==> src/rtl/sdram_ctrl.sv <==
// Single-word (32-bit over a 16-bit bus, BL=2, CL=2) SDRAM controller with power-up init.
// Optional periodic auto-refresh is enabled with `define SDRAM_CTRL_REFRESH_EN.
module sdram_ctrl #(
   parameter int unsigned INIT_WAIT      = 200,
   parameter int unsigned TRP            = 2,
   parameter int unsigned TRCD           = 2,
   parameter int unsigned TRFC           = 7,
   parameter int unsigned REFRESH_CYCLES = 780
) (
   input  logic        clk,
   input  logic        rst_n,
   input  logic        req_valid,
   output logic        req_ready,
   input  logic        req_we,
   input  logic [24:0] req_addr,
   input  logic [31:0] req_wdata,
   input  logic [3:0]  req_wmask,
   output logic        rsp_valid,
   output logic [31:0] rsp_rdata,
   output logic        sdram_cke,
   output logic        sdram_cs,
   output logic        sdram_ras,
   output logic        sdram_cas,
   output logic        sdram_we,
   output logic [12:0] sdram_a,
   output logic [1:0]  sdram_ba,
   output logic [1:0]  sdram_dqm,
   output logic [15:0] sdram_dq_out,
   output logic        sdram_dq_oe,
   input  logic [15:0] sdram_dq_in
);

   typedef enum logic [3:0] {
      S_INIT, S_IDLE, S_ACT, S_RCD, S_RD, S_RDWAIT,
      S_WR, S_WR2, S_PRE, S_RP, S_REF, S_RFC
   } state_e;

   localparam logic [3:0] CMD_NOP   = 4'b0111;
   localparam logic [3:0] CMD_ACT   = 4'b0011;
   localparam logic [3:0] CMD_READ  = 4'b0101;
   localparam logic [3:0] CMD_WRITE = 4'b0100;
   localparam logic [3:0] CMD_PRE   = 4'b0010;
   localparam logic [3:0] CMD_REF   = 4'b0001;
   localparam logic [3:0] CMD_LMR   = 4'b0000;

   localparam int CW = 16;
   localparam logic [CW-1:0] ONE    = CW'(1);
   // Init schedule as absolute cycle offsets of a single counter
   localparam logic [CW-1:0] I_PRE  = CW'(INIT_WAIT);
   localparam logic [CW-1:0] I_REF1 = CW'(INIT_WAIT + TRP);
   localparam logic [CW-1:0] I_REF2 = CW'(INIT_WAIT + TRP + TRFC);
   localparam logic [CW-1:0] I_LMR  = CW'(INIT_WAIT + TRP + 2 * TRFC);
   localparam logic [CW-1:0] I_DONE = CW'(INIT_WAIT + TRP + 2 * TRFC + 2);
   localparam logic [CW-1:0] RCD_END = CW'(TRCD - 2);
   localparam logic [CW-1:0] RP_END  = CW'(TRP - 2);
   localparam logic [CW-1:0] RFC_END = CW'(TRFC - 1);
   localparam logic [CW-1:0] RDW_LO  = CW'(1);
   localparam logic [CW-1:0] RDW_HI  = CW'(2);
   localparam logic [15:0]   RC_END  = 16'(REFRESH_CYCLES - 1);

   state_e          state_q, state_d;
   logic [CW-1:0]   cnt_q, cnt_d;
   logic [24:2]     addr_q;
   logic            we_q;
   logic [31:0]     wdata_q;
   logic [3:0]      wmask_q;
   logic [15:0]     lo_q;
   logic [31:0]     rdata_q;
   logic            ref_pend;
   logic            accept;
   logic [3:0]      cmd;
   logic [1:0]      bank;
   logic [12:0]     row;
   logic [8:0]      col;
   logic            unused_addr_lsb;

   assign bank = addr_q[24:23];
   assign row  = addr_q[22:10];
   assign col  = {addr_q[9:2], 1'b0};
   assign unused_addr_lsb = ^req_addr[1:0];

   assign req_ready = (state_q == S_IDLE) && !ref_pend;
   assign accept    = req_valid && req_ready;

`ifdef SDRAM_CTRL_REFRESH_EN
   logic [15:0] rcnt_q, rcnt_d;
   logic        pend_q, pend_d;

   // Clear first so an expiry on the same cycle is not lost
   always_comb begin
      rcnt_d = rcnt_q;
      pend_d = pend_q;
      if (state_q == S_RFC && state_d == S_IDLE) pend_d = 1'b0;
      if (state_q != S_INIT) begin
         if (rcnt_q == RC_END) begin
            rcnt_d = '0;
            pend_d = 1'b1;
         end else begin
            rcnt_d = rcnt_q + 16'd1;
         end
      end
   end

   always_ff @(posedge clk) begin
      if (!rst_n) begin
         rcnt_q <= '0;
         pend_q <= 1'b0;
      end else begin
         rcnt_q <= rcnt_d;
         pend_q <= pend_d;
      end
   end

   assign ref_pend = pend_q;
`else
   logic [15:0] unused_rc;
   assign unused_rc = RC_END;
   assign ref_pend  = 1'b0;
`endif

   always_ff @(posedge clk) begin
      if (!rst_n) begin
         state_q <= S_INIT;
         cnt_q   <= '0;
      end else begin
         state_q <= state_d;
         cnt_q   <= cnt_d;
      end
   end

   always_comb begin
      state_d = state_q;
      unique case (state_q)
         S_INIT:   if (cnt_q == I_DONE) state_d = S_IDLE;
         S_IDLE:   if (ref_pend) state_d = S_REF;
                   else if (req_valid) state_d = S_ACT;
         S_ACT:    state_d = (TRCD > 1) ? S_RCD : (we_q ? S_WR : S_RD);
         S_RCD:    if (cnt_q == RCD_END) state_d = we_q ? S_WR : S_RD;
         S_RD:     state_d = S_RDWAIT;
         S_RDWAIT: if (cnt_q == RDW_HI) state_d = S_PRE;
         S_WR:     state_d = S_WR2;
         S_WR2:    state_d = S_PRE;
         S_PRE:    state_d = (TRP > 1) ? S_RP : S_IDLE;
         S_RP:     if (cnt_q == RP_END) state_d = S_IDLE;
         S_REF:    state_d = S_RFC;
         S_RFC:    if (cnt_q == RFC_END) state_d = S_IDLE;
         default:  state_d = S_INIT;
      endcase
   end

   // Per-state cycle counter; INIT keeps counting through its whole schedule
   always_comb begin
      cnt_d = (state_d != state_q || state_q == S_IDLE) ? '0 : cnt_q + ONE;
   end

   always_ff @(posedge clk) begin
      if (!rst_n) begin
         addr_q  <= '0;
         we_q    <= 1'b0;
         wdata_q <= '0;
         wmask_q <= '0;
         lo_q    <= '0;
         rdata_q <= '0;
      end else begin
         if (accept) begin
            addr_q  <= req_addr[24:2];
            we_q    <= req_we;
            wdata_q <= req_wdata;
            wmask_q <= req_wmask;
         end
         // CL=2: low half lands on the 2nd edge after READ, high half on the 3rd
         if (state_q == S_RDWAIT && cnt_q == RDW_LO) lo_q <= sdram_dq_in;
         if (state_q == S_RDWAIT && cnt_q == RDW_HI) rdata_q <= {sdram_dq_in, lo_q};
      end
   end

   always_comb begin
      cmd          = CMD_NOP;
      sdram_a      = '0;
      sdram_ba     = '0;
      sdram_dqm    = '0;
      sdram_dq_out = '0;
      sdram_dq_oe  = 1'b0;
      rsp_valid    = 1'b0;
      unique case (state_q)
         S_INIT: begin
            if (cnt_q == I_PRE) begin
               cmd     = CMD_PRE;
               sdram_a = 13'h0400;
            end else if (cnt_q == I_REF1 || cnt_q == I_REF2) begin
               cmd = CMD_REF;
            end else if (cnt_q == I_LMR) begin
               cmd     = CMD_LMR;
               sdram_a = 13'h0021;
            end
         end
         S_ACT: begin
            cmd      = CMD_ACT;
            sdram_a  = row;
            sdram_ba = bank;
         end
         S_RD: begin
            cmd      = CMD_READ;
            sdram_a  = {4'b0000, col};
            sdram_ba = bank;
         end
         S_WR: begin
            cmd          = CMD_WRITE;
            sdram_a      = {4'b0000, col};
            sdram_ba     = bank;
            sdram_dqm    = wmask_q[1:0];
            sdram_dq_out = wdata_q[15:0];
            sdram_dq_oe  = 1'b1;
         end
         S_WR2: begin
            sdram_dqm    = wmask_q[3:2];
            sdram_dq_out = wdata_q[31:16];
            sdram_dq_oe  = 1'b1;
         end
         S_PRE: begin
            cmd       = CMD_PRE;
            sdram_ba  = bank;
            rsp_valid = 1'b1;
         end
         S_REF:   cmd = CMD_REF;
         default: ;
      endcase
   end

   assign sdram_cke = 1'b1;
   assign {sdram_cs, sdram_ras, sdram_cas, sdram_we} = cmd;
   assign rsp_rdata = rdata_q;

endmodule
==> config.mk <==
export PLATFORM = sky130hd
export DESIGN_NAME = sdram_ctrl
export DESIGN_NICKNAME = d
export VERILOG_FILES = /design/src/rtl/sdram_ctrl.sv
export SDC_FILE = /design/constraint.sdc
export NUM_CORES = 1
export LEC_CHECK = 0
export ABC_AREA = 1
export CORE_UTILIZATION = 33
export DETAILED_ROUTE_END_ITERATION = 10
export PLACE_DENSITY_LB_ADDON = 0.2
export SLEW_MARGIN = 25
export SYNTH_ARGS = -nofsm -noshare
export SYNTH_HDL_FRONTEND = slang
export SYNTH_SLANG_ARGS = --single-unit
==> constraint.sdc <==
create_clock -name clk -period 1.8 [get_ports clk]
set_clock_uncertainty 0.15 [all_clocks]
set_input_delay 0.18 -clock clk [delete_from_list [all_inputs] [get_ports clk]]
set_output_delay 0.18 -clock clk [all_outputs]
set_load 0.05 [all_outputs]
* After elaboration in Yosys (flattened, before gate mapping)
Cells that the tools add are included.
Word-level totals: bits in registers 128, bits in latches 0, bits in writable memories 0, memory bits (read-only) 0, input port bits 81, output and inout port bits 73, word-level logic and storage cells 62, memories 0
Operators by class: add/subtract/negate cells 1, multipliers 0, div/mod/pow operators 0, $lt $le $gt $ge 0, equal/unequal tests 20, shift-type cells 0, multiplexer cells 21, bitwise operators 1, reduce and logical (&&, ||, !) cells 11
Operators with widths (count):
- == test 16 x 8 -> 1 bit, second input constant | 5
- case mux 4 bit (12 select lines) | 1
- case mux 13 bit (3 select lines) | 1
- case mux 16 bit (2 select lines) | 1
- two-way mux 4 bit | 6
- case mux 3 bit (6 select lines) | 1
- adder 16 x 1 -> 16 bit, second input constant | 1
- == test 16 x 1 -> 1 bit, second input constant | 1
- == test 16 x 2 -> 1 bit, second input constant | 1
- == test 16 x 3 -> 1 bit, second input constant | 1
- == test 4 x 3 -> 1 bit, second input constant | 4
- == test 4 bit, second input constant | 4
- logical NOT 16 bit | 1
- two-way mux 6 bit | 2
- two-way mux 11 bit | 1
- two-way mux 3 bit | 3
- == test 4 x 2 -> 1 bit, second input constant | 2
- OR reduction 2 bit | 3
- == test 4 x 1 -> 1 bit, second input constant | 1
- logical NOT 4 bit | 1
- two-way mux 2 bit | 2
- != test 4 bit | 1
- case mux 2 bit (2 select lines) | 1
- OR reduction 4 bit | 1
- 4 further kinds | 8

* Logic depth before layout (Yosys ltp)
Gate-level depths: netlist (run 1).
depth after elaboration 6, depth in mapped cells 16, mapped depth without buffers 15

* Worst setup path before layout (run 1)
OpenSTA, ideal clock, no wires.
path kind reg-to-output, start register cnt_q[0], end output sdram_we, arrival time 1.994 ns, data required time 1.470 ns, setup slack -0.524 ns, stages on the path, launching flop included 8, buffers on the path 0, path through dfxtp_1 > inv_1 > ha_1 > nand3_1 > inv_1 > nand3_1 > inv_1 > o21ai_0
Between the ends: cells in the longest elaborated chain, start to end 5, elaborated cells on any way between the ends 9, those cells by class eq/ne (4); mux (4); reduce/logical (1)
RTL lines:
- from (decl) | line 62 | logic [CW-1:0] cnt_q, cnt_d;
- from (signal assigned) | line 127 | cnt_q <= cnt_d;
- == test 16 x 8 -> 1 bit (on tied branches) | line 192, 190
- two-way mux 3 bit or logical OR 1 bit (tied branches) | line 192, 190
- two-way mux 3 bit | line 190 | end else if (cnt_q == I_REF1 || cnt_q == I_REF2) begin
- two-way mux 3 bit * | line 187 | if (cnt_q == I_PRE) begin
- case mux 3 bit (6 select lines) * | line 185 | unique case (state_q)
- to (decl) | line 24 | output logic sdram_we,
Every way passes the cells marked *; elsewhere a longest branch is shown, timed or not.

* Worst setup path after layout (run 1)
Ends and elaborated chain as after synthesis.

==> results of run 1 <==
tightest hold or removal path: stages:
cell and delay, ns:
clkdlybuf4s50_1 0.39, nand3_1 0.09, a21oi_1 0.07
timing repair:
item	4_1_cts	5_1_grt
pin swaps	14	19
buffers inserted	13	10
gates resized for setup	171	152
setup endpoints to repair	67	128
hold buffers	1	0
cloned	9	10
endpoints found under the hold margin	5	0
routing by layer:
metal	global-route usage, %	vias up	wire (um)
met3	4.65	22	479
met1	24.2	2676	8330
met5	0	-	0
met4	8.20	0	382
met2	32.6	107	9240
li1	-	2848	-
area by class of cell:
type,count,area (um^2)
clock buffer,18,429
sequential,128,2580
timing repair inverter,1,6.26
clock inverter,14,180
multi-input combinational,434,3160
fill,1322,6200
inverter,126,520
timing repair buffer,260,3170
tap,220,275
metrics by stage:
stage | hold slack, ns | cells | worst slack (ns) | power [mW] | instance area (um^2)
3_3_place_gp | 0.281 | 1128 | -0.122 | 3.29 | 8260
3_5_place_dp | 0.286 | 1128 | -0.111 | 3.28 | 8260
2_1_floorplan | 0.172 | 732 | -0.297 | 3.05 | 5800
6_report | 0.220 | 1201 | -0.422 | 6.87 | 10300
5_1_grt | 0.216 | 1201 | -0.561 | 7.11 | 10300
4_1_cts | 0.190 | 1183 | -0.432 | 6.88 | 9720
worst paths after layout:
| check | start | to | slack (ns) |
|---|---|---|---|
| setup reg to reg | cnt_q[13]$_SDFF_PP0_ | cnt_q[9]$_SDFF_PP0_ | -0.28 |
| setup / recovery | cnt_q[0]$_SDFF_PP0_ | sdram_we | -0.42 |
| hold / removal | req_addr[24] | addr_q[24]$_SDFFE_PN0P_ | 0.22 |
| hold reg to reg | rsp_rdata[1]$_SDFFE_PN0P_ | rsp_rdata[1]$_SDFFE_PN0P_ | 0.29 |
where the power goes:
group	leakage (nW)	internal (mW)	total, mW	switching (mW)
Clock	0.294	2.21	3.59	1.38
Combinational	2.53	0.246	0.446	0.200
Sequential	1.04	2.83	2.84	0.00561
Total	3.86	5.29	6.87	1.59
flip-flops by register name, indices dropped and copies added, names as in the netlist:
signal,flops
addr_q,23
cnt_q,16
lo_q,16
rsp_rdata,32
state_q,4
wdata_q,32
we_q,1
wmask_q,4
synth_stat cells (all sizes together):
cell     number
conb          2
nor2         60
nand4         3
xor2          8
o221ai        1
dfxtp       128
o21ai        97
nand2        88
a21oi       111
nor3          5
clkbuf       32
nand3        21
nand3b        1
xnor2         5
clkinv        1
buf          13
o22ai        26
inv         125
ha            4
o2111ai       1
kinds of logic after synthesis:
group | synth area share (%)
buf+inv | 12.5
other cells | 0.135
compound gates | 21.9
flops | 46.0
simple gates | 16.4
xor+xnor | 2.05
fa+ha+maj | 0.899
==> summary.md, run 1 <==
| Metric | Value |
|---|---|
| Most common cell after layout, fill and taps aside | dfxtp_1 |
| Final Hold Viols | 0 |
| Leakage Power | 3.86 nW |
| Count of antenna-violating nets left after detailed routing | 0 |
| Final Worst Setup Slack | -0.422 ns |
| Number of clock buffers inserted by TritonCTS | 17 |
| Inserted Diodes | 0 |
| Register clock-pin slew on the reported worst setup and hold paths | 0.06 ns |
| Max H-tree Level | 4 |
| Top area cells in the synthesized netlist | dfxtp_1 (46%), a21oi_1 (10%), o21ai_0 (8.5%) |
| Initial DRC count | 277 |
| Nature of the critical path startpoint | flop |
| Maximum number of pins on one net before global-route repair | 71 |
| Wire length of the first global-routing pass | 26800 um |
| Count of buffer and inverter cells on the critical path | 5 |
| Clock latency at the later pin of the worst-skew pair | 0.42 ns |
| Final setup violation count | 96 |
| Number of nets produced by synthesis | 817 |
| Area Growth Syn to Fin | 85.5% |
| Setup TNS after final layout | -16.40 ns |
| Kind of cell adding the most delay to the critical path | buffers and inverters |
| Vertical extent of the die | 132 um |
| Post-DP HPWL | 10500 um |
| Total via count in the routed design | 5653 |
| Post-synthesis instance area | 0.00557 mm^2 |
| Number of global-route vias before repair | 5217 |
| Slew Limit Fails | 0 |
| Floorplan die area | 0.0174 mm^2 |
| Area of the core region | 0.0165 mm^2 |
| Cell taking the most area after synthesis | dfxtp_1 |
| Mean instance size in the synthesized netlist | 7.60 um^2 |
| CTS tree | done |
| Period utilisation layout | 123% |
| Crit path arrival time | 1.89 ns |
| First-pass iteration count of the detailed router | 4 |
| Wire length after detailed routing | 18400 um |
| Result of the run | complete, but fails checks |
| Required @ worst endpoint | 1.47 ns |
| Global Route Usage Sum | 19.6% |
| Synth cell types | 33 |
| Violated checks | setup timing |
| Critical path depth in cells | 9 |
| Final period demand of the worst path | 2.22 ns |
| Slowest cell on the critical path | dfxtp_1 |
| CTS Buffer Depth | 2 |
| Post-layout nets | 1053 |
| Detail-routed via count per cell | 4.71 |
| Clock tree sinks | 128 |
| Initial core utilization | 33.7% |
| CP max stage delay | 0.32 ns |
| Most frequent cells in the layout | dfxtp_1 (120), inv_1 (110), a21oi_1 (101), buf_4 (84), clkdlybuf4s50_1 (77) |
| Count of mapped cells out of synthesis | 732 |
| Sequential area share after synthesis | 46.0% |
| Setup repair after global routing missed its margin | true |
| Tightest Hold Check Type | in2reg |
| Fraction of final layout cells with drive strength greater than 1 | 38.5% |
| Core utilization of the finished layout | 62.5% |
| Hold Path Depth | 3 |
| Fraction of synthesized cell area taken by the top area cell type | 46.0% |
| DRC | 0 |
| Total number of placement rows | 47 |
| Number of top-level pins | 154 |
| Maximum fanout along the worst path | 2 |
| Number of max-cap violations | 0 |
| Number of cell instances on the worst register-to-register path | 15 |
| Cell Pwr Density | 665 mW/mm^2 |
| Routed len/inst | 15.4 um |
| Flip-flop and latch count after synthesis | 128 |
| Crit. End Element | output port |
| Antenna violations before repair | 0 |
| Grt total ovfl | 0 |
| Number of buffer cells added on primary ports | 149 |
| Sequence of cells on the critical path | inv_1 -> buf_4 -> ha_1 -> nand3_2 -> o21ai_2 -> buf_4 -> buf_4 -> o21ai_1 -> buf_6 |
| Final estimated routing congestion in global placement | 0.828 |
| Cell occurring most often along the worst timing path | buf_4 |
| Synth warn | 0 |
| CTS root buffer | clkbuf_16 |
| Maximum clock frequency | 450 MHz |
| Die boundary width | 132 um |
| Maximum vdd drop | 0.585 mV |
| Type of the setup path with the least slack | reg2out |
Power figures use the tool's default switching activity.
==> inputs of run 2 (changes only) <==
--- a/config.mk
+++ b/config.mk
@@ -9,6 +9,7 @@
 export CORE_UTILIZATION = 33
 export DETAILED_ROUTE_END_ITERATION = 10
 export PLACE_DENSITY_LB_ADDON = 0.2
+export RECOVER_POWER = 50
 export SLEW_MARGIN = 25
 export SYNTH_ARGS = -nofsm -noshare
 export SYNTH_HDL_FRONTEND = slang
==> summary.md, run 2 (synthesized netlist as in run 1, its figures left out) <==
| Metric | Value |
|---|---|
| Number of max-cap violations | 0 (unchanged) |
| Count of antenna-violating nets left after detailed routing | 0 (unchanged) |
| Core utilization of the finished layout | 62.0% (-0.47 points) |
| Maximum number of pins on one net before global-route repair | 71 (unchanged) |
| Cell Pwr Density | 670 mW/mm^2 (+0.75%) |
| Final Worst Setup Slack | -0.420 ns (+0.00163 ns) |
| Clock tree sinks | 128 (unchanged) |
| Wire length after detailed routing | 18400 um (about the same) |
| DP Worst Slack | -0.111 ns (unchanged) |
| Power spent charging and discharging nets | 1.59 mW (about the same) |
| Transition time at the pin with the least slew margin | 0.646 ns |
| Worst slew margin relative to its limit | 57.2% |
| Area Growth Syn to Fin | 84.2% |
| CTS tree | done |
| Period utilisation layout | 123% (about the same) |
| DRC | 0 (unchanged) |
| Crit path arrival time | 1.89 ns (about the same) |
| Routed len/inst | 15.3 um (about the same) |
| Crit. End Element | output port |
| Number of global-route vias before repair | 5217 (unchanged) |
| Area of the core region | 0.0165 mm^2 (unchanged) |
| Non-Filler Instances | 1201 (unchanged) |
| Cell Area, Placed | 0.00826 mm^2 (unchanged) |
| Global Route Usage Sum | 19.6% (unchanged) |
| Maximum vdd drop | 0.584 mV (-0.28%) |
| Area of all placed cells without fillers | 0.0103 mm^2 (-0.75%) |
| Detail-routed via count per cell | 4.71 (+0.14%) |
| Setup TNS after final layout | -16.44 ns (-0.0398 ns) |
| Number of clock buffers inserted by TritonCTS | 17 (unchanged) |
| Maximum fanout along the worst path | 2 (unchanged) |
| Fraction of final layout cells with drive strength greater than 1 | 36.5% (-2.0 points) |
| Grt total ovfl | 0 (unchanged) |
| Cell-internal power | 5.29 mW (about the same) |
| Slew Limit Fails | 0 (unchanged) |
| Inserted Diodes | 0 (unchanged) |
| Result of the run | complete, but fails checks |
| CTS root buffer | clkbuf_16 |
| Most frequent cells in the layout | dfxtp_1 (120), inv_1 (110), a21oi_1 (101), clkdlybuf4s50_1 (77), nand2_1 (66) |
| Final setup violation count | 99 (+3.1%) |
| Required @ worst endpoint | 1.47 ns (about the same) |
| Clock network fraction of total power | 52.2% (about the same) |
| Number of top-level pins | 154 (unchanged) |
| Total Power | 6.87 mW (about the same) |
| Post-layout nets | 1053 (unchanged) |
| Sw Ratio | 23.1% (about the same) |
| Total via count in the routed design | 5661 (+0.14%) |
| Total number of placement rows | 47 (unchanged) |
| Total instance count after detailed placement | 1128 (unchanged) |
| Final Hold Viols | 0 (unchanged) |
| Most common cell after layout, fill and taps aside | dfxtp_1 |
| First-pass iteration count of the detailed router | 4 (unchanged) |
| Nature of the critical path startpoint | flop |
| Share of power burned in combinational logic | 6.5% (about the same) |
| Violated checks | setup timing |
| Final estimated routing congestion in global placement | 0.828 (unchanged) |
| Initial core utilization | 33.7% (unchanged) |
| Clock latency at the later pin of the worst-skew pair | 0.41 ns (about the same) |
| Wire length of the first global-routing pass | 26800 um (unchanged) |
| Power share of the sequential group | 41.3% (about the same) |
| Initial DRC count | 268 (-3.2%) |
| Vertical extent of the die | 132 um (unchanged) |
| Setup repair after global routing missed its margin | true |
| Maximum clock frequency | 450 MHz (about the same) |
| Floorplan die area | 0.0174 mm^2 (unchanged) |
| Max H-tree Level | 4 (unchanged) |
| Final period demand of the worst path | 2.22 ns (-0.00163 ns) |
| Number of buffer cells added on primary ports | 149 (unchanged) |
| Die boundary width | 132 um (unchanged) |
| Post-DP HPWL | 10500 um (unchanged) |
| Leakage Power | 3.78 nW (-2.2%) |
| Worst slack on hold paths | 0.221 ns (+0.00166 ns) |
| Type of the setup path with the least slack | reg2out |
| Tightest Hold Check Type | in2reg |
| CTS Buffer Depth | 2 (unchanged) |
| Antenna violations before repair | 0 (unchanged) |
| Register clock-pin slew on the reported worst setup and hold paths | 0.06 ns (about the same) |
-- run 2: cell count changes in the layout (fill, tap and decap cells not counted) --
cell / change
clkbuf_1: +20
clkbuf_2: +1
buf_4: -21
-- run 2: path summary, 6_finish.rpt --
check	endpoint	start	slack (ns)	cells after the start
hold / removal	addr_q[24]$_SDFFE_PN0P_	req_addr[24]	0.22	3
setup / recovery	sdram_we	cnt_q[0]$_SDFF_PP0_	-0.42	9
setup reg to reg	cnt_q[9]$_SDFF_PP0_	cnt_q[13]$_SDFF_PP0_	-0.26	15
hold reg to reg	rsp_rdata[1]$_SDFFE_PN0P_	rsp_rdata[1]$_SDFFE_PN0P_	0.29	2
-- run 2: final cells by class --
cell class,instances,area (um^2)
sequential,128,2580
timing repair inverter,1,6.26
clock buffer,18,429
inverter,126,520
timing repair buffer,260,3090
fill,1347,6270
multi-input combinational,434,3160
clock inverter,14,180
tap,220,275
-- run 2: power by group through the flow --
stage	Clock, mW	Sequential [mW]	Combinational, mW
after CTS	3.64	2.84	0.399
after detailed placement	0	2.91	0.379
after global placement	0	2.91	0.380
final	3.59	2.84	0.446
after floorplan	0	2.91	0.145
after global routing	3.79	2.84	0.482
-- run 2: what timing repair did --
| action | in CTS | in global routing |
|---|---|---|
| hold buffers | 1 | 0 |
| pin swaps | 14 | 19 |
| gates resized for setup | 171 | 152 |
| hold endpoints to repair | 5 | 0 |
| buffers inserted | 13 | 10 |
| gates cloned | 9 | 10 |
| endpoints found under the setup margin | 67 | 128 |
-- run 2: critical path: stages (launching register included) --
cell,delay [ns]
dfxtp_1,0.32
inv_1,0.05
buf_4,0.12
ha_1,0.21
nand3_2,0.10
o21ai_2,0.06
buf_4,0.13
buf_4,0.11
o21ai_1,0.18
buf_6,0.19
-- run 2: metal layers --
layer | routed length, um | GRT usage [%] | vias up
li1 | - | - | 2848
met1 | 8270 | 24.2 | 2659
met2 | 9190 | 32.6 | 122
met3 | 523 | 4.65 | 32
met4 | 446 | 8.20 | 0
met5 | 0 | 0 | -
